<file path="config.mk">
export PLATFORM = sky130hd
export DESIGN_NAME = screen_wipe
export DESIGN_NICKNAME = d
export VERILOG_FILES = /design/src/rtl/screen_wipe_pkg.sv /design/src/rtl/screen_wipe_raster.sv /design/src/rtl/screen_wipe.sv
export SDC_FILE = /design/constraint.sdc
export NUM_CORES = 1
export LEC_CHECK = 0
export ABC_CLOCK_PERIOD_IN_PS = 2700
export BUFFER_PORTS_ARGS = -buffer_cell sky130_fd_sc_hd__clkbuf_2
export CAP_MARGIN = 20
export CORE_AREA = 2 2 124 126
export CTS_CLUSTER_SIZE = 28
export DETAILED_ROUTE_END_ITERATION = 8
export DIE_AREA = 0 0 126 128
export HOLD_SLACK_MARGIN = 0.15
export PLACE_DENSITY_LB_ADDON = 0.05
export SETUP_SLACK_MARGIN = 0.2
export SYNTH_ARGS = -nofsm -noshare
export SYNTH_HDL_FRONTEND = slang
export SYNTH_SLANG_ARGS = --single-unit
</file>
<file path="constraint.sdc">
create_clock -name CLOCK_50 -period 2.7 [get_ports CLOCK_50]
set_input_delay 0.135 -clock CLOCK_50 [delete_from_list [all_inputs] [get_ports CLOCK_50]]
set_output_delay 0.135 -clock CLOCK_50 [all_outputs]
set_load 0.1 [all_outputs]
</file>
<file path="src/rtl/screen_wipe_pkg.sv">
// Shared types and constants for the screen_wipe rectangle fill engine.
// Visible screen limits, coordinate widths and the 2-bit state encoding.
package screen_wipe_pkg;

    localparam int SCREEN_X_MAX = 159;
    localparam int SCREEN_Y_MAX = 119;
    localparam int COORD_W      = 10;
    localparam int SUM_W        = COORD_W + 1;
    localparam int COL_W        = 3;

    typedef enum logic [1:0] {
        ST_IDLE  = 2'd0,
        ST_LOAD  = 2'd1,
        ST_SWEEP = 2'd2,
        ST_DONE  = 2'd3
    } state_t;

    // One extra bit so that a corner near 1023 plus an offset cannot wrap back on-screen.
    function automatic logic [SUM_W-1:0] coord_sum(input logic [COORD_W-1:0] a,
                                                   input logic [COORD_W-1:0] b);
        return {1'b0, a} + {1'b0, b};
    endfunction

endpackage

</file>
<file path="src/rtl/screen_wipe_raster.sv">
// wipe_raster: cx/cy raster counters for screen_wipe, x fastest.
// last_o flags the final pixel of the w x h rectangle.
module wipe_raster
    import screen_wipe_pkg::*;
(
    input  logic               clk_i,
    input  logic               clr_i,
    input  logic               step_i,
    input  logic [COORD_W-1:0] w_i,
    input  logic [COORD_W-1:0] h_i,
    output logic [COORD_W-1:0] cx_o,
    output logic [COORD_W-1:0] cy_o,
    output logic               last_o
);

    localparam logic [COORD_W-1:0] ONE = COORD_W'(1);

    logic [COORD_W-1:0] cx_q, cx_d;
    logic [COORD_W-1:0] cy_q, cy_d;
    logic               x_end;

    always_comb begin
        x_end  = (cx_q == w_i - ONE);
        last_o = x_end && (cy_q == h_i - ONE);
        cx_d   = cx_q;
        cy_d   = cy_q;
        if (clr_i) begin
            cx_d = '0;
            cy_d = '0;
        end else if (step_i) begin
            if (x_end) begin
                cx_d = '0;
                cy_d = cy_q + ONE;
            end else begin
                cx_d = cx_q + ONE;
            end
        end
    end

    // No reset needed: LOAD always clears the counters before a sweep uses them.
    always_ff @(posedge clk_i) begin
        cx_q <= cx_d;
        cy_q <= cy_d;
    end

    assign cx_o = cx_q;
    assign cy_o = cy_q;

endmodule

</file>
<file path="src/rtl/screen_wipe.sv">
// screen_wipe: sweeps a rectangle one pixel per clock and emits registered plot strobes.
// Define SCREEN_WIPE_BORDER_EN to paint the rectangle outline in the inverted colour.
//
// state    | meaning
// IDLE     | waiting for go
// LOAD     | latch rectangle and colour, clear raster counters
// SWEEP    | one pixel per cycle, then one flush cycle after the last pixel
// DONE     | done pulse, busy still high
module screen_wipe
    import screen_wipe_pkg::*;
#(
    parameter int X_MAX = SCREEN_X_MAX,
    parameter int Y_MAX = SCREEN_Y_MAX
) (
    input  logic               CLOCK_50,
    input  logic               resetn,
    input  logic               go_i,
    input  logic [COORD_W-1:0] x0_i,
    input  logic [COORD_W-1:0] y0_i,
    input  logic [COORD_W-1:0] w_i,
    input  logic [COORD_W-1:0] h_i,
    input  logic [COL_W-1:0]   fill_colour_i,
    output logic               busy_o,
    output logic               done_o,
    output logic               writeEn_o,
    output logic [COORD_W-1:0] x_out_o,
    output logic [COORD_W-1:0] y_out_o,
    output logic [COL_W-1:0]   colour_o
);

    localparam logic [SUM_W-1:0] X_LIM = SUM_W'(X_MAX);
    localparam logic [SUM_W-1:0] Y_LIM = SUM_W'(Y_MAX);

    state_t             state_q, state_d;
    logic [COORD_W-1:0] x0_q, y0_q, w_q, h_q;
    logic [COL_W-1:0]   fill_q;
    logic               flush_q, flush_d;
    logic               we_q, we_d;
    logic [COORD_W-1:0] x_q, x_d, y_q, y_d;
    logic [COL_W-1:0]   col_q, col_d;

    logic [COORD_W-1:0] cx, cy;
    logic               last, clr, step, pix_active, visible;
    logic [SUM_W-1:0]   sum_x, sum_y;
    logic [COL_W-1:0]   pix_colour;

    wipe_raster u_raster (
        .clk_i  (CLOCK_50),
        .clr_i  (clr),
        .step_i (step),
        .w_i    (w_q),
        .h_i    (h_q),
        .cx_o   (cx),
        .cy_o   (cy),
        .last_o (last)
    );

    always_ff @(posedge CLOCK_50) begin
        if (!resetn) begin
            state_q <= ST_IDLE;
        end else begin
            state_q <= state_d;
        end
    end

    always_comb begin
        state_d = state_q;
        case (state_q)
            ST_IDLE:  if (go_i) state_d = ST_LOAD;
            ST_LOAD:  state_d = (w_i == '0 || h_i == '0) ? ST_DONE : ST_SWEEP;
            ST_SWEEP: if (flush_q) state_d = ST_DONE;
            ST_DONE:  state_d = ST_IDLE;
            default:  state_d = ST_IDLE;
        endcase
    end

    always_comb begin
        clr        = (state_q == ST_LOAD);
        pix_active = (state_q == ST_SWEEP) && !flush_q;
        step       = pix_active;
        flush_d    = pix_active && last;
        sum_x      = coord_sum(x0_q, cx);
        sum_y      = coord_sum(y0_q, cy);
        visible    = (sum_x <= X_LIM) && (sum_y <= Y_LIM);
`ifdef SCREEN_WIPE_BORDER_EN
        pix_colour = (cx == '0 || cx == w_q - COORD_W'(1) || cy == '0 || cy == h_q - COORD_W'(1))
                   ? ~fill_q : fill_q;
`else
        pix_colour = fill_q;
`endif
        we_d   = pix_active && visible;
        // Coordinates and colour only move on a plotted pixel so draw_mux sees stable values.
        x_d    = we_d ? sum_x[COORD_W-1:0] : x_q;
        y_d    = we_d ? sum_y[COORD_W-1:0] : y_q;
        col_d  = we_d ? pix_colour : col_q;
        busy_o = (state_q != ST_IDLE);
        done_o = (state_q == ST_DONE);
    end

    always_ff @(posedge CLOCK_50) begin
        if (!resetn) begin
            x0_q    <= '0;
            y0_q    <= '0;
            w_q     <= '0;
            h_q     <= '0;
            fill_q  <= '0;
            flush_q <= 1'b0;
            we_q    <= 1'b0;
            x_q     <= '0;
            y_q     <= '0;
            col_q   <= '0;
        end else begin
            if (state_q == ST_LOAD) begin
                x0_q   <= x0_i;
                y0_q   <= y0_i;
                w_q    <= w_i;
                h_q    <= h_i;
                fill_q <= fill_colour_i;
            end
            flush_q <= flush_d;
            we_q    <= we_d;
            x_q     <= x_d;
            y_q     <= y_d;
            col_q   <= col_d;
        end
    end

    assign writeEn_o = we_q;
    assign x_out_o   = x_q;
    assign y_out_o   = y_q;
    assign colour_o  = col_q;

endmodule
</file>
; After elaboration in Yosys (flattened, before gate mapping)
; Cells that the tools add are included.
[totals]
reg_bits = 90
inputBits = 46
out_inout_bits = 26
[op_classes]
n_eq_ne = 7
n_reduce_logical = 13
n_addsub = 6
order_cmp = 2
n_mux = 5
[ops]
columns = operator, n
row1 = adder 10 x 10 -> 11 bit, 2
row2 = adder 10 x 1 -> 10 bit (second input constant), 2
row3 = equality test 10 bit, 2
row4 = logical NOT 10 bit, 2
row5 = subtractor 10 x 1 -> 10 bit (second input constant), 2
row6 = less-or-equal comparator 11 x 7 -> 1 bit (second input constant), 1
row7 = less-or-equal comparator 11 x 8 -> 1 bit (second input constant), 1
row8 = two-way mux 10 bit, 1
row9 = case mux 2 bit (4 select lines), 1
row10 = logical AND 1 bit, 5
row11 = equality test 2 bit (second input constant), 2
row12 = two-way mux 2 bit, 2
row13 = != test 2 bit (second input constant), 2
row14 = AND reduction 2 bit, 2
row15 = equality test 2 x 1 -> 1 bit (second input constant), 1
row16 = logical NOT 2 bit, 1
row17 = nonzero test 2 bit, 1
row18 = logical NOT 1 bit, 1
row19 = logical OR 1 bit, 1
row20 = two-way mux 1 bit, 1

; Longest topological paths before layout
; Gate-level depths: netlist of run 1.
[logic_depth]
ltp_word = 4
mapped_depth = 11
depth_no_buf = 10

; Modules after synthesis
; Synthesis of run 1 repeated with hierarchy kept, for this count alone.
[hier_totals]
hier_cells = 641
hier_area_um2 = 5596.6
[by_module_without_submodules]
columns = module, cells_per_inst, area_each_um2, instances
row1 = screen_wipe, 409, 3793.6, 1
row2 = wipe_raster, 232, 1803.0, 1

; Worst setup path before layout of run 1
; Ideal clock, no wire load.
[synth_timing]
kind = flip-flop to flip-flop
from = reg u_raster.cy_q[0], in the netlist u_raster.cy_o[0]
to = reg x_q[1], in the netlist x_out_o[1]
setup_slack_ps = -88
path_buffers = 1
t_arrival_ps = 2697
period_less_slack_ps = 2788
path_stages_with_launch = 11
setup_time_ps = 91
cell_sequence = dfxtp_1 -> ha_1 -> fa_1 -> a211oi_1 -> o21ai_0 -> o2111ai_1 -> mux2i_1 -> and4_1 -> clkbuf_1 -> a21oi_1 -> a311oi_1
[synth_between]
elab_chain_cells = 4
[synth_lines]
columns = item, line
row1 = "start, declared", screen_wipe_raster.sv:19  ; logic [COORD_W-1:0] cy_q, cy_d;
row2 = "start signal, assigned", screen_wipe_raster.sv:43  ; cy_q <= cy_d;
row3 = adder 10 x 10 -> 11 bit, screen_wipe_pkg.sv:21  ; return {1'b0, a} + {1'b0, b};
row4 = less-or-equal comparator 11 x 7 -> 1 bit, screen_wipe.sv:84  ; visible = (sum_x <= X_LIM) && (sum_y <= Y_LIM);
row5 = logical AND 1 bit, screen_wipe.sv:84
row6 = logical AND 1 bit, screen_wipe.sv:91  ; we_d = pix_active && visible;
row7 = "end signal, assigned", screen_wipe.sv:109  ; x_q <= '0;
row8 = "end signal, assigned", screen_wipe.sv:122  ; x_q <= x_d;
row9 = "end, declared", screen_wipe.sv:39  ; logic [COORD_W-1:0] x_q, x_d, y_q, y_d;
; Every way passes these cells.
; A chain may end at the register's enable or synchronous reset.

; Final worst setup path of run 1
[layout_timing]
from = reg u_raster.cy_q[0], in the netlist u_raster.cy_o[0]
to = reg y_q[6], in the netlist y_out_o[6]
[layout_between]
elab_chain_cells = 4
[layout_lines]
columns = item, line
row1 = adder 10 x 10 -> 11 bit *, screen_wipe_pkg.sv:21
row2 = less-or-equal comparator 11 x 7 -> 1 bit, screen_wipe.sv:84
row3 = logical AND 1 bit, screen_wipe.sv:84
row4 = logical AND 1 bit, screen_wipe.sv:91
row5 = "end signal, assigned", screen_wipe.sv:123  ; y_q <= y_d;
row6 = "end, declared", screen_wipe.sv:39
; Every way passes the cells marked *; elsewhere a longest branch is shown, timed or not.

==> results.json, run 1 <==
{
  "max-slew-margin-rel_pct": 64.0,
  "synth_fa_ha_area_share_pct": 7.95,
  "cts_sinks": 90,
  "grt_pass1_wl_mm": 21.1,
  "ir_drop_uv": 333,
  "dieArea_mm2": 0.0161,
  "finalSetupTns_ns": 0,
  "synth_area_mm2": 0.00507,
  "max_cap_viol_count": 0,
  "drt_first_pass_iters": 5,
  "ant_nets": 0,
  "dp_hpwl_mm": 9.82,
  "synth_xor_xnor_area_share_pct": 7.60,
  "dp_cells": 840,
  "worstPathRequired_ns": 2.93,
  "dieWidth_um": 126,
  "drive_gt1_share_pct": 27.6,
  "wl_mm": 13.6,
  "vias_per_cell": 5.08,
  "status": "complete, no violations",
  "drc": 0,
  "syn_inst": 572,
  "reg2reg_from": "u_raster.cy_o[0]",
  "cp.arrival_ns": 2.73,
  "gp_congestion": 0.796,
  "port_buffers": 71,
  "crit_fanout": 5,
  "end_kind": "flop",
  "yosys_warnings": 0,
  "register_area_mm2": 0.00182,
  "leakagePower_uw": 0.00301,
  "nets": 800,
  "final_cell_mix": "nor2_1, dfxtp_1, clkbuf_2",
  "worst_pin_slew_ns": 0.543,
  "setup-violations-final": 0,
  "grt_pass1_vias": 4222,
  "timing_worst_setup_path_type": "flop to flop",
  "synth_edf_count": 0,
  "antenna_found_initial": 0,
  "drt_first_iter_violations": 155,
  "syn_nets": 649,
  "initial_utilization_pct": 34.1,
  "grt_overflow": 0,
  "drv_slew": 0,
  "core-area_mm2": 0.0149,
  "powerDensity_mw_per_mm2": 845,
  "die_y_um": 128,
  "muxShareOfSynthArea_pct": 10.6,
  "root_buffer": "clkbuf_16",
  "synthFlopType": "dfxtp_1",
  "ys_async_sr_fraction_pct": 0,
  "holdCritStartpoint": "go_i",
  "ios": 72,
  "ys_seq_area_share_pct": 35.5,
  "finalClockSkew_ns": 0.00781,
  "postSynthAreaPerCell_um2": 8.86,
  "vias": 4654,
  "multi_input_area_mm2": 0.00339,
  "fillCellCount": 1452,
  "synth_top_family_by_area": "simple AND/OR/NAND/NOR gates",
  "grt_max_degree": 30,
  "clkTransAtPathRegs_ns": 0.06,
  "area_delta_synth_final_pct": 39.2,
  "clk_latency_ns": 0.35,
  "grt_use_total_pct": 16.2,
  "synthSimpleGateAreaFrac_pct": 20.6,
  "ys_types": 65,
  "stdcell_count": 916,
  "start_kind": "flop",
  "cts-buffers-inserted": 9,
  "period_share_pct": 92.8,
  "clockBufferDepth": 2,
  "max_freq_ghz": 0.399,
  "grt_setup_unrepaired": "true",
  "cts_tree": "yes",
  "synth_compound_area_share_pct": 14.2,
  "hold_path.class": "primary input to flop",
  "wl_per_cell_um": 14.8,
  "yosys_register_bits": 90,
  "crit_path_start": "u_raster.cy_o[0]",
  "rows": 45,
  "n_antenna_cell": 0,
  "finalHoldViolCount": 0,
  "htree_levels": 3,
  "period_needed_ns": 2.50
}
where the power goes:
group	leakage (uW)	internal (uW)	switching, uW
combinational	0.00211	1220	1600
clock	0.000163	862	527
sequential	0.000736	1540	211
sequential cells by signal, indices dropped and copies added, names as in the netlist, 2 cells and up:
name           flops
w_q               10
state_q            2
u_raster.cy_o     10
h_q               10
x_out_o           10
fill_q             3
y0_q              10
colour_o           3
y_out_o           10
u_raster.cx_o     10
x0_q              10
critical path, cell delays in order, from the launching register on:
cell	delay [ns]
dfxtp_1	0.34
ha_4	0.17
fa_2	0.38
a211oi_4	0.26
buf_4	0.17
nor2_1	0.05
xnor2_1	0.19
nand4_1	0.17
o211a_1	0.22
buf_6	0.16
buf_12	0.12
a21oi_1	0.11
nor3_1	0.06
repair_timing:
item | 4_1_cts | 5_1_grt
gates resized for setup | 24 | 65
setup buffers | 2 | 10
setup endpoints to repair | 35 | 34
gates cloned | 1 | 3
pin swaps | 5 | 30
hold buffers | 44 | 0
hold endpoints to repair | 48 | 0
Yosys cell counts, types with 9 or more instances:
library cell,count,area share [%]
nand2_1,14,1.0
nor2_1,81,6.0
ha_1,29,7.2
nand3_1,25,2.5
xnor2_1,22,3.8
o21ai_0,23,2.3
mux2i_1,47,9.3
nand4_1,12,1.5
nor4_1,12,1.5
a21oi_1,33,3.3
clkbuf_1,18,1.3
dfxtp_1,90,36
inv_1,16,1.2
nor2b_1,12,1.5
xor2_1,22,3.8
nor3_1,9,0.89
kinds of logic after synthesis:
kind of cell             Yosys count
adder cells (fa/ha/maj)           31
buffers and inverters             44
multiplexers                      53
flip-flops                        90
AO/OA/AOI/OAI                    107
XOR/XNOR                          44
AND/OR/NAND/NOR                  203
cell type report:
| type | instances | share of cell area, % |
|---|---|---|
| repair buffers | 165 | 17.3 |
| clock inverters | 4 | 1.05 |
| clock buffers | 12 | 3.64 |
| multi-input cells | 440 | 48.0 |
| flip-flops and latches | 90 | 25.8 |
| well taps | 188 | 3.33 |
| inverters | 17 | 0.940 |
worst paths after layout:
path	slack, ns	to	depth (start not counted)
hold / removal	0.26	state_q[1]	4
hold reg to reg	0.47	colour_o[2]	2
setup / recovery	0.20	y_out_o[6]	12
setup reg to reg	0.20	y_out_o[6]	12
routing by layer:
metal	part of all wire (%)	track usage (%)
met2	47	26.6
met3	2.8	3.51
met5	0	0
met4	1.0	5.04
met1	49	21.5
through the flow:
step | hold WS, ns | cell area [um^2] | power (uW) | utilization (%) | setup slack (ns)
floorplan | 0.282 | 5090 | 3560 | - | 0.192
global placement | 0.370 | 5850 | 4120 | 39.3 | 0.0557
detailed placement | 0.376 | 5850 | 4160 | 39.3 | 0.0157
CTS | 0.253 | 6710 | 5710 | 45.2 | 0.172
global route | 0.296 | 7060 | 6330 | 47.5 | 0.0841
finish | 0.261 | 7060 | 5960 | 47.5 | 0.195
No activity file was read; power rests on OpenSTA's default activity.
==> run 2, diff against run 1 <==
- CELL_PAD_IN_SITES_DETAIL_PLACEMENT: not set -> 0
- CELL_PAD_IN_SITES_GLOBAL_PLACEMENT: not set -> 1
- CTS_BUF_LIST: not set -> sky130_fd_sc_hd__clkbuf_4 sky130_fd_sc_hd__clkbuf_8
==> run 2 against run 1 <==
  * Sequential cell count unchanged
  * Wire length increased by 2.9%
  * Cell area increased by 1.6%
  * Clock power decreased by 32%
  * Die area unchanged
  * Combinational power increased by 7.4%
  * Non-clock buffer count increased by 14
  * Via count increased by 0.64%
  * Critical path depth decreased by 1
  * First-iteration DRC count increased by 46%
  * Worst hold slack got worse by 0.028 ns
  * Largest power group unchanged
  * Highest routed layer unchanged
==> results.json, run 2 (synthesis gave the netlist of run 1 again) <==
{
  "status": "complete, no violations",
  "end_kind": "flop",
  "final_cell_mix": "nor2_1, dfxtp_1, clkbuf_2",
  "cts_sinks": 90,
  "max_cap_viol_count": 0,
  "ant_nets": 0,
  "ios": 72,
  "leakagePower_uw": 0.00303,
  "timing_worst_setup_path_type": "flop to flop",
  "dp_cells": 844,
  "cts-buffers-inserted": 9,
  "vias_per_cell": 5.04,
  "placed_area_mm2": 0.00588,
  "worst_pin_slew_ns": 0.586,
  "gp_congestion": 0.752,
  "pre_cts_slack_ns": -0.0152,
  "total_power_uw": 5710,
  "wl_per_cell_um": 15.0,
  "wl_mm": 14.0,
  "fin_ws_ns": 0.199,
  "initial_utilization_pct": 34.1,
  "crit_fanout": 5,
  "grt_overflow": 0,
  "drc": 0,
  "drt_first_iter_violations": 227,
  "clk_latency_ns": 0.37,
  "dp_hpwl_mm": 9.82,
  "nets": 813,
  "area_delta_synth_final_pct": 41.5,
  "drv_slew": 0,
  "grt_setup_unrepaired": "true",
  "powerDensity_mw_per_mm2": 797,
  "die_y_um": 128,
  "drt_first_pass_iters": 4,
  "rows": 45,
  "cts_tree": "yes",
  "root_buffer": "clkbuf_8",
  "n_antenna_cell": 0,
  "worstPathRequired_ns": 2.99,
  "clockBufferDepth": 2,
  "htree_levels": 3,
  "fin_area_mm2": 0.00717,
  "hold_path.class": "primary input to flop",
  "max_freq_ghz": 0.400,
  "finalClockSkew_ns": 0.00935,
  "cp.arrival_ns": 2.79,
  "grt_pass1_wl_mm": 22.3,
  "clkTransAtPathRegs_ns": 0.09,
  "dieArea_mm2": 0.0161,
  "core-area_mm2": 0.0149,
  "period_needed_ns": 2.50,
  "grt_max_degree": 38,
  "period_share_pct": 92.6,
  "stdcell_count": 929,
  "start_kind": "flop",
  "port_buffers": 71,
  "ir_drop_uv": 328,
  "max-slew-margin-rel_pct": 60.9,
  "antenna_found_initial": 0,
  "drive_gt1_share_pct": 31.0,
  "setup-violations-final": 0,
  "dieWidth_um": 126,
  "finalHoldViolCount": 0,
  "grt_pass1_vias": 4510,
  "grt_use_total_pct": 17.2,
  "vias": 4684
}
-- run 2: cell count changes in the layout (fill, tap and decap cells not counted), moves of 3 or more --
cell	change
nand3_1	-3
a21oi_1	-6
dfxtp_2	+3
o21ai_0	+3
buf_4	+10
and3_4	+5
clkbuf_8	+7
clkbuf_16	-8
a21oi_2	+5
and3_1	-5
-- run 2: routing by layer --
metal / vias to the layer above / share of wire (%) / GRT usage, %
met3: 16 / 2.4 / 2.46
met5: - / 0 / 0
met1: 2212 / 48 / 22.6
met2: 66 / 48 / 28.7
met4: 0 / 2.0 / 6.59
li1: 2390 / - / -
-- run 2: metrics by stage --
| stage | utilization, % | hold slack (ns) | setup TNS, ns |
|---|---|---|---|
| 3_3_place_gp | 39.5 | 0.367 | 0 |
| 5_1_grt | 48.2 | 0.292 | 0 |
| 2_1_floorplan | - | 0.282 | 0 |
| 3_5_place_dp | 39.5 | 0.375 | -0.0186 |
| 6_report | 48.2 | 0.233 | 0 |
| 4_1_cts | 45.8 | 0.215 | 0 |
-- run 2: worst max-delay path, stage by stage (launching register included) --
cell	delay (ns)
dfxtp_2	0.36
ha_4	0.14
inv_2	0.04
fa_2	0.36
nor2b_2	0.15
o2111a_2	0.27
o31ai_2	0.06
a211o_1	0.31
and4_4	0.19
buf_6	0.14
clkbuf_16	0.15
a311oi_1	0.25
-- run 2: final timing paths --
kind / startpoint / to / slack [ns] / depth (start not counted)
hold / removal: go_i / state_q[1] / 0.23 / 4
setup / recovery: u_raster.cx_o[0] / x_out_o[1] / 0.20 / 11
setup reg to reg: u_raster.cx_o[0] / x_out_o[1] / 0.20 / 11
hold reg to reg: y_out_o[0] / y_out_o[0] / 0.48 / 2
-- run 2: where the power goes --
| group | internal, uW | total, uW | switching (uW) | leakage (uW) |
|---|---|---|---|---|
| registers | 1540 | 1740 | 202 | 0.000736 |
| logic | 1360 | 3030 | 1670 | 0.00220 |
| clock network | 446 | 945 | 499 | 0.0000962 |
-- run 2: what timing repair did --
item	4_1_cts	5_1_grt
cloned	4	2
gates resized for setup	44	59
hold endpoints to repair	48	0
buffers inserted	11	8
endpoints found under the setup margin	40	43
pin swaps	17	39
hold buffers	44	0
-- run 2: area by class of cell --
cell class	instances	area [um^2]
well taps	188	235
fillers	1484	7690
flip-flops and latches	90	1810
multi-input cells	439	3480
clock inverters	5	55.1
inverters	17	63.8
clock buffers	11	139
repair buffers	179	1380
